<file path="src/rtl/interrupt_service_sequencer.sv">
// 8259 interrupt-service sequencer (8086 mode): priority resolution,
// in-service register, two-pulse INTA acknowledge and OCW2 EOI/rotate.
module interrupt_service_sequencer (
    input  logic       clk,
    input  logic       reset,
    input  logic       init_done,
    input  logic [7:0] IRR,
    input  logic [7:0] OCW1,
    input  logic [4:0] ICW2,
    input  logic       ICW4_AEOI,
    input  logic       INTA,
    input  logic       eoi_valid,
    input  logic [2:0] eoi_cmd,
    input  logic [2:0] eoi_level,
    output logic       INT,
    output logic [7:0] ISR,
    output logic [7:0] clear_IRR,
    output logic [7:0] vector_out,
    output logic       vector_oe,
    output logic [2:0] lowest_priority
);

    typedef enum logic [1:0] {IDLE, ACK1, GAP, ACK2} state_t;

    state_t     state_q, state_d;
    logic       inta_q;
    logic       int_q, int_d;
    logic [7:0] isr_q, isr_d;
    logic [7:0] clr_q, clr_d;
    logic [7:0] vec_q, vec_d;
    logic       oe_q, oe_d;
    logic [2:0] lp_q, lp_d;
    logic       ar_q, ar_d;
    logic [2:0] idx_q, idx_d;
    logic       spur_q, spur_d;

    logic       fall, rise;
    logic [7:0] pending;
    logic [2:0] cand, hi_isr;
    logic [2:0] cand_rank, hi_rank;
    logic       req_ok;
    logic [7:0] eoi_clr, aeoi_clr, ack_set;
    logic       eoi_lp_v, aeoi_lp_v;
    logic [2:0] eoi_lp;

    // First set bit scanning upward from the highest-priority position.
    function automatic logic [2:0] first_pri(input logic [7:0] v,
                                             input logic [2:0] lp);
        logic [2:0] k;
        logic       hit;
        first_pri = 3'd0;
        hit       = 1'b0;
        for (int i = 0; i < 8; i++) begin
            k = lp + 3'(i + 1);
            if (!hit && v[k]) begin
                first_pri = k;
                hit       = 1'b1;
            end
        end
    endfunction

    assign fall      = inta_q & ~INTA;
    assign rise      = ~inta_q & INTA;
    assign pending   = IRR & ~OCW1;
    assign cand      = first_pri(pending, lp_q);
    assign hi_isr    = first_pri(isr_q, lp_q);
    assign cand_rank = cand - lp_q - 3'd1;
    assign hi_rank   = hi_isr - lp_q - 3'd1;
    assign req_ok    = (pending != 8'd0) &&
                       ((isr_q == 8'd0) || (cand_rank < hi_rank));

    // INTA edge register keeps tracking the pin even while uninitialised.
    always_ff @(posedge clk) begin
        if (reset) inta_q <= 1'b1;
        else       inta_q <= INTA;
    end

    // Sequencer state and output registers.
    always_ff @(posedge clk) begin
        if (reset || !init_done) begin
            state_q <= IDLE;
            int_q   <= 1'b0;
            isr_q   <= 8'd0;
            clr_q   <= 8'd0;
            vec_q   <= 8'd0;
            oe_q    <= 1'b0;
            lp_q    <= 3'd7;
            ar_q    <= 1'b0;
            idx_q   <= 3'd0;
            spur_q  <= 1'b0;
        end else begin
            state_q <= state_d;
            int_q   <= int_d;
            isr_q   <= isr_d;
            clr_q   <= clr_d;
            vec_q   <= vec_d;
            oe_q    <= oe_d;
            lp_q    <= lp_d;
            ar_q    <= ar_d;
            idx_q   <= idx_d;
            spur_q  <= spur_d;
        end
    end

    // Next-state: EOI decode, acknowledge FSM, ISR and pointer merge.
    always_comb begin
        state_d   = state_q;
        int_d     = int_q;
        clr_d     = 8'd0;
        vec_d     = vec_q;
        oe_d      = oe_q;
        ar_d      = ar_q;
        idx_d     = idx_q;
        spur_d    = spur_q;
        eoi_clr   = 8'd0;
        aeoi_clr  = 8'd0;
        ack_set   = 8'd0;
        eoi_lp_v  = 1'b0;
        eoi_lp    = lp_q;
        aeoi_lp_v = 1'b0;

        if (eoi_valid) begin
            case (eoi_cmd)
                3'b001: begin
                    if (isr_q != 8'd0) eoi_clr[hi_isr] = 1'b1;
                end
                3'b011: eoi_clr[eoi_level] = 1'b1;
                3'b101: begin
                    if (isr_q != 8'd0) begin
                        eoi_clr[hi_isr] = 1'b1;
                        eoi_lp_v        = 1'b1;
                        eoi_lp          = hi_isr;
                    end
                end
                3'b111: begin
                    eoi_clr[eoi_level] = 1'b1;
                    eoi_lp_v           = 1'b1;
                    eoi_lp             = eoi_level;
                end
                3'b110: begin
                    eoi_lp_v = 1'b1;
                    eoi_lp   = eoi_level;
                end
                3'b100: ar_d = 1'b1;
                3'b000: ar_d = 1'b0;
                default: ;
            endcase
        end

        unique case (state_q)
            IDLE: begin
                int_d = req_ok;
                if (fall) begin
                    idx_d  = req_ok ? cand : 3'd7;
                    spur_d = ~req_ok;
                    if (req_ok) ack_set[cand] = 1'b1;
                    clr_d   = ack_set;
                    vec_d   = {ICW2, idx_d};
                    int_d   = 1'b0;
                    state_d = ACK1;
                end
            end
            ACK1: begin
                if (rise) state_d = GAP;
            end
            GAP: begin
                if (fall) begin
                    oe_d    = 1'b1;
                    state_d = ACK2;
                end
            end
            ACK2: begin
                if (rise) begin
                    oe_d = 1'b0;
                    if (ICW4_AEOI && !spur_q) begin
                        aeoi_clr[idx_q] = 1'b1;
                        aeoi_lp_v       = ar_q;
                    end
                    state_d = IDLE;
                end
            end
        endcase

        isr_d = (isr_q & ~eoi_clr & ~aeoi_clr) | ack_set;
        if (eoi_lp_v)       lp_d = eoi_lp;
        else if (aeoi_lp_v) lp_d = idx_q;
        else                lp_d = lp_q;
    end

    assign INT             = int_q;
    assign ISR             = isr_q;
    assign clear_IRR       = clr_q;
    assign vector_out      = vec_q;
    assign vector_oe       = oe_q;
    assign lowest_priority = lp_q;

endmodule
</file>
<file path="config.mk">
export PLATFORM = sky130hd
export DESIGN_NAME = interrupt_service_sequencer
export DESIGN_NICKNAME = d
export VERILOG_FILES = /design/src/rtl/interrupt_service_sequencer.sv
export SDC_FILE = /design/constraint.sdc
export NUM_CORES = 1
export LEC_CHECK = 0
export BUFFER_PORTS_ARGS = -buffer_cell sky130_fd_sc_hd__buf_4
export CORE_MARGIN = 5
export CORE_UTILIZATION = 50
export DETAILED_ROUTE_END_ITERATION = 6
export PLACE_DENSITY = 0.72
export RECOVER_POWER = 50
export SLEW_MARGIN = 25
export SYNTH_ARGS = -nofsm -noshare
export SYNTH_HDL_FRONTEND = slang
export SYNTH_SLANG_ARGS = --single-unit
</file>
<file path="constraint.sdc">
create_clock -name clk -period 10.15 [get_ports clk]
set_input_delay 0.5075 -clock clk [delete_from_list [all_inputs] [get_ports clk]]
set_output_delay 0.5075 -clock clk [all_outputs]
set_load 0.1 [all_outputs]
</file>
# Yosys cells after proc, flatten, opt, wreduce, memory -nomap -nowiden
# Index checks and enable logic that the tools add are counted.
dict set report op_classes {
  n_addsub 11
  n_lt_le_gt_ge 17
  n_eq_ne 16
  muxes 101
  bitwise 12
  reduce_logical 54
}
# operator count
set ops {}
lappend ops {{8-bit 2-to-1 mux} 8}
lappend ops {{3-bit 2-to-1 mux} 21}
lappend ops {{1-bit binary-select mux with 3-bit select} 16}
lappend ops {{3-bit by 4-bit < comparator with 1-bit output (second input constant)} 12}
lappend ops {{1-bit 2-to-1 mux} 42}
lappend ops {{8-bit bitwise AND} 3}
lappend ops {{8-bit NOT} 3}
lappend ops {{1-bit logical AND} 20}
lappend ops {{1-bit logical NOT} 16}
lappend ops {{8-bit case mux with 2 select lines} 1}
lappend ops {{8-bit nonzero test} 2}
lappend ops {{3-bit adder (second input constant)} 4}
lappend ops {{1-bit demux with 3-bit select} 4}
lappend ops {{3-bit equality test (second input constant)} 4}
lappend ops {{3-bit by 1-bit greater-or-equal comparator with 1-bit output (second input constant)} 4}
lappend ops {{2-bit inequality test (second input constant)} 5}
lappend ops {{8-bit logical NOT} 1}
lappend ops {{2-bit 2-to-1 mux} 4}
lappend ops {{8-bit bitwise OR} 1}
lappend ops {{2-bit case mux with 4 select lines} 1}
lappend ops {{4-bit AND reduction} 2}
lappend ops {{3-bit by 2-bit adder with 3-bit output (second input constant)} 2}
lappend ops {{1-bit case mux with 2 select lines} 3}
lappend ops {{3-bit case mux with 2 select lines} 1}
lappend ops {{19 further kinds} 31}
dict set report word_totals {
  ff_bits 37
  input_bits 33
  output_inout_bits 29
  elab_cells 222
}

# Longest topological paths before layout
# Gate-level depths: netlist of the first run.
dict set report depth {
  ltp_word 36
  depth_mapped 22
  mapped_depth_nobuf 19
}

# Least setup slack after synthesis of the first run
# No wires, ideal clock.
dict set report synth_path {
  path_kind {register -> register}
  start {register lp_q[1] (netlist: lowest_priority[1])}
  end {register isr_q[4] (netlist: ISR[4])}
  setup_time_ps 75
  arrival_time_ps 5910
  required_time_ps 10075
  slack_ps 4165
  path_stages_with_launch 21
  n_path_buf 2
  period_less_slack_ps 5985
  cell_sequence {dfxtp_1 clkinv_1 ha_1 buf_4 clkinv_1 mux4_2 or4_4 nand4b_1 and3_1 buf_6 inv_4 ha_1 fa_1 ha_1 a21o_1 a21o_1 a21oi_1 and3_1 o211ai_1 or2_1 o22ai_1}
}
dict set report synth_between {
  elab_chain_len 36
  elab_cells_between_ends 124
  cone_classes {11 x add/sub; 5 x order compare; 72 x mux; 4 x bitwise; 32 x reduce/logical}
}
# element line_no
set synth_lines {}
lappend synth_lines {{start: declaration} 32} ;# logic [2:0] lp_q, lp_d;
lappend synth_lines {{start signal: assignment} 98} ;# lp_q <= lp_d;
lappend synth_lines {{branches (longest 35 deep; another with 3-bit by 1-bit adder with 3-bit output)} n/a}
lappend synth_lines {{8-bit bitwise OR *} 184} ;# isr_d = (isr_q & ~eoi_clr & ~aeoi_clr) | ack_set;
lappend synth_lines {{end signal: assignment} 94} ;# isr_q <= isr_d;
lappend synth_lines {{end: declaration} 28} ;# logic [7:0] isr_q, isr_d;
# Every way passes the cells marked *. The select of a mux whose other input is x is not followed.
# A chain may end at the register's enable or synchronous reset.

# Worst setup path in the final report of the first run
dict set report layout_path {
  start {register lp_q[0] (netlist: lowest_priority[0])}
  end {register isr_q[4] (netlist: ISR[4])}
}
# The elaborated chain is that of the path after synthesis.

==> impl_metrics.json, run 1 <==
{
  "r2r_start": "lowest_priority[0]",
  "via_count": 3792,
  "final_cells": 586,
  "critPathRequiredTime_ps": 10370,
  "seq_area_frac_synth": 0.1750,
  "worst-r2r-setup-slack_ps": 3050,
  "clk_pin_slew_worst_paths_ps": 80,
  "postSynthAreaPerCell_um2": 8.841,
  "layout-drive-gt1-share": 0.2107,
  "area_delta_synth_final_pct": 12.13,
  "mostFrequentLayoutCell": "buf_4",
  "leakage_nw": 1.663,
  "ant_nets": 0,
  "yosysWarnings": 0,
  "vias_per_cell": 6.471,
  "nets": 528,
  "cts_tree": "yes",
  "setup_viol": 0,
  "layout_common_cells": "buf_4 (41), dfxtp_1 (32), nand2_1 (29)",
  "cp_common_cell": "ha_1",
  "hold_path.class": "in2reg",
  "drt_iter0_drc": 304,
  "ys_seq_elements": 34,
  "synthesis.nets": 485,
  "die_x_um": 98.21,
  "grt_pass1_vias": 3547,
  "dp.cells": 578,
  "cts-hold-fix-buffers": 0,
  "netlist_instances": 440,
  "r2r_cells": 18,
  "hold_viol_final": 0,
  "cts.path.max_buffers": 2,
  "antenna_found_initial": 0,
  "place_hpwl_um": 8426,
  "grt.overflow.total": 0,
  "status": "complete, no violations",
  "cts_resized": 0,
  "drt-pass1-iter-count": 5,
  "finalCriticalPeriod_ps": 7096,
  "timing.fmax_mhz": 140.9,
  "cts_num_sinks": 34,
  "syn_area_um2": 3890,
  "endpoint_kind": "register",
  "crit_arrival_ps": 7320,
  "critical_path_buf_inv_count": 3,
  "skew_ps": 8.932,
  "regArea_um2": 683.2,
  "relSlewSlack": 0.2146,
  "cp-start-kind": "register",
  "cp_slowest_cell": "ha_1",
  "h-tree-depth": 2,
  "cpPeakStageDelay_ps": 1050,
  "critPathKind": "reg2reg",
  "root_buffer": "clkbuf_8",
  "start_util": 0.5087,
  "synth.distinct_cells": 82,
  "cp_cell_sequence": "clkinv_1 -> ha_1 -> clkinv_1 -> mux4_2 -> or4_4 -> nand4b_1 -> and3_1 -> inv_4 -> ha_1 -> fa_1 -> ha_1 -> a21o_1 -> a21o_1 -> a21oi_1 -> and3_1 -> o211ai_1 -> or2_1 -> o22ai_1",
  "path_max_fanout": 39,
  "whs_path_depth": 2,
  "n_antenna_cell": 0,
  "grt_start_max_net_pins": 43,
  "hold_start": "reset",
  "power_density_nw_per_um2": 107.1,
  "multi_input_area_um2": 2972,
  "routed_wl_um": 10960,
  "crit_family": "adder cells",
  "final.setup.tns_ps": 0,
  "synth_edf_count": 0,
  "max_cap_viol_count": 0,
  "synthArstFlopShare": 0,
  "fillers": 716,
  "worstSkewPairLatency_ps": 290,
  "gp_congestion": 0.9256,
  "fp.coreArea_um2": 7647,
  "wire_per_inst_um": 18.71,
  "drc": 0,
  "hold_end": "inta_q",
  "ir_drop_uv": 87.94,
  "yosys_most_used_dff": "dfxtp_1",
  "post-cts-setup-buffers": 0,
  "reg2reg_to": "ISR[4]",
  "track_usage": 0.2208,
  "row_count": 32,
  "grt_setup_unrepaired": "no",
  "pin_count": 62,
  "slew_viol_final": 0,
  "grt_pass1_wl_um": 17780,
  "die-area_um2": 9644,
  "io_buffers": 61,
  "min_period_over_period": 0.6991,
  "fp.dieH_um": 98.21,
  "cts_buffers": 5,
  "worst_pin_slew_ps": 1183
}
## area by class of cell
class / count / share of cell area
Clock buffer: 5 / 0.01578
Clock inverter: 3 / 0.01578
Inverter: 12 / 0.01090
Multi-Input combinational cell: 366 / 0.6813
Sequential cell: 34 / 0.1566
Tap cell: 102 / 0.02926
Timing Repair Buffer: 64 / 0.09036
## worst max-delay path by stage
| stage | startpoint | to | slack [ps] | depth (start not counted) |
|---|---|---|---|---|
| 2_1_floorplan | lowest_priority[1] | ISR[4] | 4160 | 20 |
| 3_3_place_gp | lowest_priority[0] | ISR[4] | 3350 | 18 |
| 3_5_place_dp | lowest_priority[0] | ISR[4] | 3100 | 18 |
| 4_1_cts | lowest_priority[0] | ISR[4] | 3090 | 18 |
| 5_1_grt | lowest_priority[0] | ISR[4] | 2540 | 18 |
| 6_report | lowest_priority[0] | ISR[4] | 3050 | 18 |
## kinds of logic (layout without fill, tap and decap cells)
| group | after synthesis | after routing | share of synthesized area |
|---|---|---|---|
| adder cells (fa/ha/maj) | 12 | 12 | 0.04246 |
| AO/OA/AOI/OAI | 108 | 108 | 0.1959 |
| XOR/XNOR | 7 | 7 | 0.02734 |
| AND/OR/NAND/NOR | 181 | 181 | 0.2654 |
| flip-flops | 34 | 34 | 0.1750 |
| multiplexers | 58 | 58 | 0.2329 |
| buffers and inverters | 40 | 84 | 0.06111 |
## cell usage after synthesis (10+ instances only)
master    number  area [um2]
mux2i_1       25       250.2
nand4_1       11       68.82
mux4_2        24       540.5
nor2_1        28       105.1
nand2b_1      25       156.4
nand2_1       29       108.9
nor2b_1       11       68.82
ha_1          10       125.1
dfxtp_1       34       680.7
o21ai_0       14       70.07
buf_2         10       50.05
o22ai_1       10       62.56
nor3_1        11       55.05
a21oi_1       17       85.08
## per-stage QoR
step,setup WS (ps),power [mW],util,instance area [um2],hold slack (ps)
global route,2540,0.4885,0.5704,4362,412.1
floorplan,4165,0.2797,-,3890,451.5
finish,3054,0.4671,0.5704,4362,415.1
global placement,3349,0.3137,0.5636,4310,469.4
detailed placement,3102,0.3166,0.5636,4310,460.6
CTS,3092,0.4700,0.5816,4448,407.0
## metal layers
| layer | up-vias | wire length (um) | track usage |
|---|---|---|---|
| li1 | 1780 | - | - |
| met2 | 144 | 5352 | 0.3634 |
| met5 | - | 0 | 0 |
| met3 | 17 | 687 | 0.03357 |
| met1 | 1851 | 4784 | 0.3065 |
| met4 | 0 | 138 | 0.05252 |
## flip-flops by register name, summed over array words and instances (netlist names), 2 cells and up
signal and count:
ISR 8, clear_IRR 8, vector_out 8, lowest_priority 3, state_q 2
## power breakdown
group	total, mW	internal [mW]	leakage, nW	switching, mW
registers	0.145	0.137	0.275	0.00725
logic	0.168	0.0639	1.32	0.105
clock network	0.154	0.0985	0.0683	0.0556
total	0.467	0.300	1.66	0.167
Note: power is estimated with default switching activity, not from simulation.
==> run 2, diff against run 1 <==
--- a/config.mk
+++ b/config.mk
@@ -9,7 +9,7 @@
 export CORE_MARGIN = 5
 export CORE_UTILIZATION = 50
 export DETAILED_ROUTE_END_ITERATION = 6
-export PLACE_DENSITY = 0.72
+export PLACE_DENSITY = 0.75
 export RECOVER_POWER = 50
 export SLEW_MARGIN = 25
 export SYNTH_ARGS = -nofsm -noshare
==> constraint.sdc (replaced) <==
create_clock -name clk -period 6.3 [get_ports clk]
set_input_delay 0.315 -clock clk [delete_from_list [all_inputs] [get_ports clk]]
set_output_delay 0.315 -clock clk [all_outputs]
set_load 0.1 [all_outputs]
==> run 2 against run 1 <==
Via count grew 3.0%. Die area is the same. Sequential power grew 60%. Design area grew 0.52%.
==> impl_metrics.json, run 2 (synthesis gave the netlist of run 1 again) <==
{
  "grt_pass1_vias": 3579,
  "grt.overflow.total": 0,
  "hold_path.class": "in2reg",
  "grt_start_max_net_pins": 39,
  "hold_viol_final": 0,
  "cts_num_sinks": 34,
  "grt_util_met1": 0.2954,
  "place_hpwl_um": 8490,
  "setup.worst_path.end": "ISR[5]",
  "ir_drop_uv": 153.1,
  "area_delta_synth_final_pct": 12.70,
  "cp_slowest_cell": "ha_1",
  "drc": 0,
  "cp.depth": 20,
  "max_cap_viol_count": 0,
  "root_buffer": "clkbuf_8",
  "ant_nets": 0,
  "wire_per_inst_um": 18.92,
  "cts_tree": "yes",
  "status": "complete, no violations",
  "r2r_start": "lowest_priority[1]",
  "final_cells": 591,
  "fp.dieH_um": 98.21,
  "post-cts-setup-buffers": 0,
  "start_util": 0.5087,
  "worstSkewPairLatency_ps": 300,
  "fp.coreArea_um2": 7647,
  "critPathKind": "reg2reg",
  "layout-drive-gt1-share": 0.2106,
  "cts.path.max_buffers": 2,
  "cp-start-kind": "register",
  "clk_pin_slew_worst_paths_ps": 80,
  "mostFrequentLayoutCell": "buf_4",
  "die-area_um2": 9644,
  "slew_viol_final": 0,
  "finalCriticalPeriod_ps": 5597,
  "cp_cell_sequence": "clkinv_1 -> ha_1 -> clkinv_1 -> mux4_2 -> nor4_1 -> nor2b_4 -> nand3_1 -> and3_1 -> buf_4 -> inv_4 -> ha_1 -> fa_1 -> ha_1 -> a21o_1 -> a21o_1 -> a21oi_1 -> and3_1 -> o211ai_1 -> or2_1 -> o22ai_1",
  "grtUsageMet2": 0.3717,
  "critical_path_buf_inv_count": 4,
  "routed_wl_um": 11180,
  "vias_per_cell": 6.606,
  "power_density_nw_per_um2": 172.2,
  "cts_buffers": 5,
  "grt_setup_unrepaired": "no",
  "drt_iter0_drc": 317,
  "startpoint": "lowest_priority[1]",
  "h-tree-depth": 2,
  "worst_pin_slew_ps": 1200,
  "cpPeakStageDelay_ps": 620,
  "cts_resized": 0,
  "layout_common_cells": "buf_4 (42), dfxtp_1 (32), nand2_1 (29)",
  "dp.cells": 583,
  "crit_arrival_ps": 5820,
  "skew_ps": 5.671,
  "power_mw": 0.7552,
  "relSlewSlack": 0.2033,
  "via_count": 3904,
  "worst-r2r-setup-slack_ps": 700,
  "leakage_nw": 1.671,
  "crit_family": "adder cells",
  "cp_common_cell": "ha_1",
  "track_usage": 0.2226,
  "cts-hold-fix-buffers": 0,
  "setup_viol": 0,
  "r2r_cells": 20,
  "pin_count": 62,
  "antenna_found_initial": 0,
  "nets": 533,
  "drt-pass1-iter-count": 6,
  "min_period_over_period": 0.8884,
  "io_buffers": 61,
  "die_x_um": 98.21,
  "busiest_layer": "met2",
  "timing.fmax_mhz": 178.7,
  "endpoint_kind": "register",
  "path_max_fanout": 12,
  "grt.met3_usage": 0.04071,
  "critPathRequiredTime_ps": 6520,
  "row_count": 32,
  "gp_congestion": 0.9665,
  "reg2reg_to": "ISR[5]",
  "n_antenna_cell": 0,
  "final.setup.tns_ps": 0,
  "grt_pass1_wl_um": 17940
}
==> run 2: per-stage QoR <==
| stage | instance area (um2) | util | hold WS, ps | worst slack [ps] |
|---|---|---|---|---|
| 2_1_floorplan | 3890 | - | 418.8 | 315.0 |
| 3_3_place_gp | 4348 | 0.5686 | 466.2 | 1132 |
| 3_5_place_dp | 4348 | 0.5686 | 464.1 | 934.2 |
| 4_1_cts | 4486 | 0.5866 | 209.7 | 809.3 |
| 5_1_grt | 4384 | 0.5733 | 213.2 | 361.1 |
| 6_report | 4384 | 0.5733 | 218.1 | 703.2 |
==> run 2: final cells by class <==
cell class	instances	area (um2)
timing repair buffer	69	416.7
tap	102	127.6
clock inverter	3	68.82
inverter	12	47.55
fill	715	3263
clock buffer	5	68.82
sequential	34	683.2
multi-input combinational	366	2972
==> run 2: worst min-delay path by stage <==
stage	startpoint	end	slack, ps	cells after the start
2_1_floorplan	reset	inta_q	420	1
3_3_place_gp	INT	INT	470	2
3_5_place_dp	INT	INT	460	2
4_1_cts	reset	inta_q	210	2
5_1_grt	reset	inta_q	210	2
6_report	reset	inta_q	220	2
==> run 2: routing by layer <==
metal / wire length (um) / vias up / part of all wire
met5: 0 / - / 0
met4: 232 / 0 / 0.021
met3: 939 / 28 / 0.084
met2: 5319 / 214 / 0.48
met1: 4688 / 1865 / 0.42
li1: - / 1797 / -
==> run 2: power by group <==
part / switching [mW] / total [mW] / internal [mW]
clock network: 0.0891 / 0.248 / 0.159
registers: 0.0103 / 0.232 / 0.221
logic: 0.171 / 0.276 / 0.105
==> run 3, diff against run 2 <==
--- a/config.mk
+++ b/config.mk
@@ -5,11 +5,12 @@
 export SDC_FILE = /design/constraint.sdc
 export NUM_CORES = 1
 export LEC_CHECK = 0
+export ABC_AREA = 1
 export BUFFER_PORTS_ARGS = -buffer_cell sky130_fd_sc_hd__buf_4
 export CORE_MARGIN = 5
 export CORE_UTILIZATION = 50
 export DETAILED_ROUTE_END_ITERATION = 6
-export PLACE_DENSITY = 0.75
+export PLACE_DENSITY = 0.76
 export RECOVER_POWER = 50
 export SLEW_MARGIN = 25
 export SYNTH_ARGS = -nofsm -noshare
==> run 3 against run 2 <==
Critical path depth grew 7. Clock-buffer cell count grew 2. First-iteration DRC count shrank 21%. Clock skew shrank 1.4 ps. Non-clock buffer count shrank 6. Combinational power grew 22%. Clock power shrank 34%. Die area shrank 11%.
==> impl_metrics.json, run 3 <==
{
  "status": "complete, no violations",
  "wire_per_inst_um": 13.11,
  "combPwrFrac": 0.461,
  "ys_seq_elements": 34,
  "fp.coreArea_um2": 6719,
  "io_buffers": 61,
  "cts_num_sinks": 34,
  "finalCriticalPeriod_ps": 5316,
  "leakage_nw": 2.054,
  "endpoint_kind": "register",
  "netlist_instances": 568,
  "postSynthAreaPerCell_um2": 5.989,
  "row_count": 30,
  "power_frac_seq": 0.316,
  "cts_tree": "yes",
  "synthArstFlopShare": 0,
  "area_delta_synth_final_pct": 13.72,
  "synth.distinct_cells": 43,
  "yosysWarnings": 0,
  "power_switching_mw": 0.3176,
  "crit_arrival_ps": 5550,
  "antenna_found_initial": 0,
  "clk_pin_slew_worst_paths_ps": 70,
  "grt.overflow.total": 0,
  "ant_nets": 0,
  "timing.fmax_mhz": 188.1,
  "drc": 0,
  "whs_path_depth": 3,
  "internal-power_mw": 0.4158,
  "min_period_over_period": 0.8438,
  "clkPwrFrac": 0.223,
  "pin_count": 62,
  "cp_common_cell": "nand2_1",
  "worstSkewPairLatency_ps": 290,
  "ir_drop_uv": 166.9,
  "n_antenna_cell": 0,
  "synth_top_family_by_area": "simple AND/OR/NAND/NOR gates",
  "layout_common_cells": "nand2_1 (200), inv_1 (68), nand3_1 (60)",
  "die_x_um": 92.49,
  "synth_area_leaders": "nand2_1 (22%), dfxtp_1 (20%), nand3_1 (8.8%), inv_1 (7.5%), nor2_1 (4.9%)",
  "grt_start_max_net_pins": 23,
  "post-cts-setup-buffers": 0,
  "grt_setup_unrepaired": "no",
  "cts_resized": 0,
  "synth-simple-area-share": 0.5046,
  "track_usage": 0.2218,
  "slew_viol_final": 0,
  "place_hpwl_um": 7501,
  "synth_compound_area_frac": 0.1188,
  "hold_path.class": "in2reg",
  "mostFrequentLayoutCell": "nand2_1",
  "max_cap_viol_count": 0,
  "synth_top_cell_by_area": "nand2_1",
  "cp-start-kind": "register",
  "hold_viol_final": 0,
  "via_count": 3725,
  "yosysTopAreaCellShare": 0.2207,
  "synthesis.nets": 613,
  "final_util": 0.5758,
  "fp.dieH_um": 92.49,
  "start_util": 0.5063,
  "nets": 670,
  "synth.area.mux_share": 0,
  "layout-drive-gt1-share": 0.1645,
  "synthXorXnorAreaFrac": 0.01508,
  "final.setup.tns_ps": 0,
  "vias_per_cell": 5.276,
  "path_max_fanout": 22,
  "synth_edf_count": 0,
  "power_density_nw_per_um2": 189.6,
  "r2r_cells": 27,
  "yosys_most_used_dff": "dfxtp_1",
  "yosysMostFrequentCell": "nand2_1",
  "relSlewSlack": 0.2169,
  "drt-pass1-iter-count": 5,
  "critPathRequiredTime_ps": 6530,
  "synthAdderAreaFrac": 0.04855,
  "setup_viol": 0,
  "p_sw_frac": 0.4330,
  "gp_congestion": 0.9145,
  "h-tree-depth": 2,
  "cpPeakStageDelay_ps": 540,
  "grt_pass1_vias": 3548,
  "drt_iter0_drc": 249,
  "routed_wl_um": 9258,
  "worst_pin_slew_ps": 1180,
  "cts_buffers": 5,
  "grt_pass1_wl_um": 15750,
  "cts.path.max_buffers": 2,
  "seq_area_frac_synth": 0.2001,
  "die-area_um2": 8553,
  "root_buffer": "clkbuf_8",
  "skew_ps": 4.287,
  "cp_slowest_cell": "ha_1",
  "syn_area_um2": 3402,
  "critPathKind": "reg2reg",
  "yosys-top-cells-count": "nand2_1 (200), inv_1 (68), nand3_1 (60)",
  "cts-hold-fix-buffers": 0
}
## run 3: cell count changes in the layout (fill, tap and decap cells not counted), moves of 24 or more
| cell | delta |
|---|---|
| nand2b_1 | -25 |
| mux2i_1 | -25 |
| inv_1 | +61 |
| nand3_1 | +51 |
| nand2_1 | +171 |
| mux4_2 | -24 |
## run 3: kinds of logic after synthesis
group / count (synthesis)
compound gates: 64
flops: 34
buf+inv: 90
xor+xnor: 5
fa+ha+maj: 12
simple gates: 363
## run 3: path summary, 6_finish.rpt
kind / end / slack (ps) / start
max: ISR[3] / 980 / lowest_priority[0]
min reg2reg: vector_out[3] / 470 / vector_out[3]
max reg2reg: ISR[3] / 980 / lowest_priority[0]
min: inta_q / 240 / reset
## run 3: cell type report
type                    count  area [um2]
fillers                   691        2850
clock buffers               7       86.33
flip-flops and latches     34       680.7
repair buffers             63       367.9
multi-input cells         444        2337
clock inverters             1       5.005
inverters                  77       291.5
well taps                  80       100.1
## run 3: metrics by stage
| step | std cells | area (um2) | power [mW] | setup WS, ps | hold WS, ps |
|---|---|---|---|---|---|
| final | 706 | 3869 | 0.7334 | 983.8 | 241.6 |
| after global routing | 706 | 3869 | 0.7821 | 537.7 | 252.0 |
| after CTS | 706 | 3974 | 0.7414 | 1006 | 214.0 |
| after detailed placement | 698 | 3882 | 0.5777 | 1045 | 462.5 |
| after global placement | 698 | 3882 | 0.5739 | 1152 | 455.3 |
| after floorplan | 568 | 3402 | 0.5022 | 1194 | 411.6 |
## run 3: power by group through the flow
stage	logic (mW)	registers, mW	clock network (mW)
floorplan	0.226	0.276	0
global placement	0.338	0.236	0
detailed placement	0.342	0.236	0
CTS	0.343	0.231	0.167
global route	0.375	0.232	0.175
finish	0.338	0.231	0.164
## run 3: metal layers
metal / wire, um / vias up / GRT usage
met5: 0 / - / 0
met4: 93 / 0 / 0.05817
met3: 638 / 12 / 0.03249
met2: 4402 / 115 / 0.3861
met1: 4123 / 1682 / 0.2853
li1: - / 1916 / -
## run 3: worst max-delay path: cells and delay by family (launching register included)
family,cells,cell delay [ps]
adders and majority gates,4,1420
and+or+nand+nor,14,1830
AOI/OAI and AO/OA,3,550
DFF,1,310
buffers and inverters,5,1010
xor gates and xnor gates,1,140
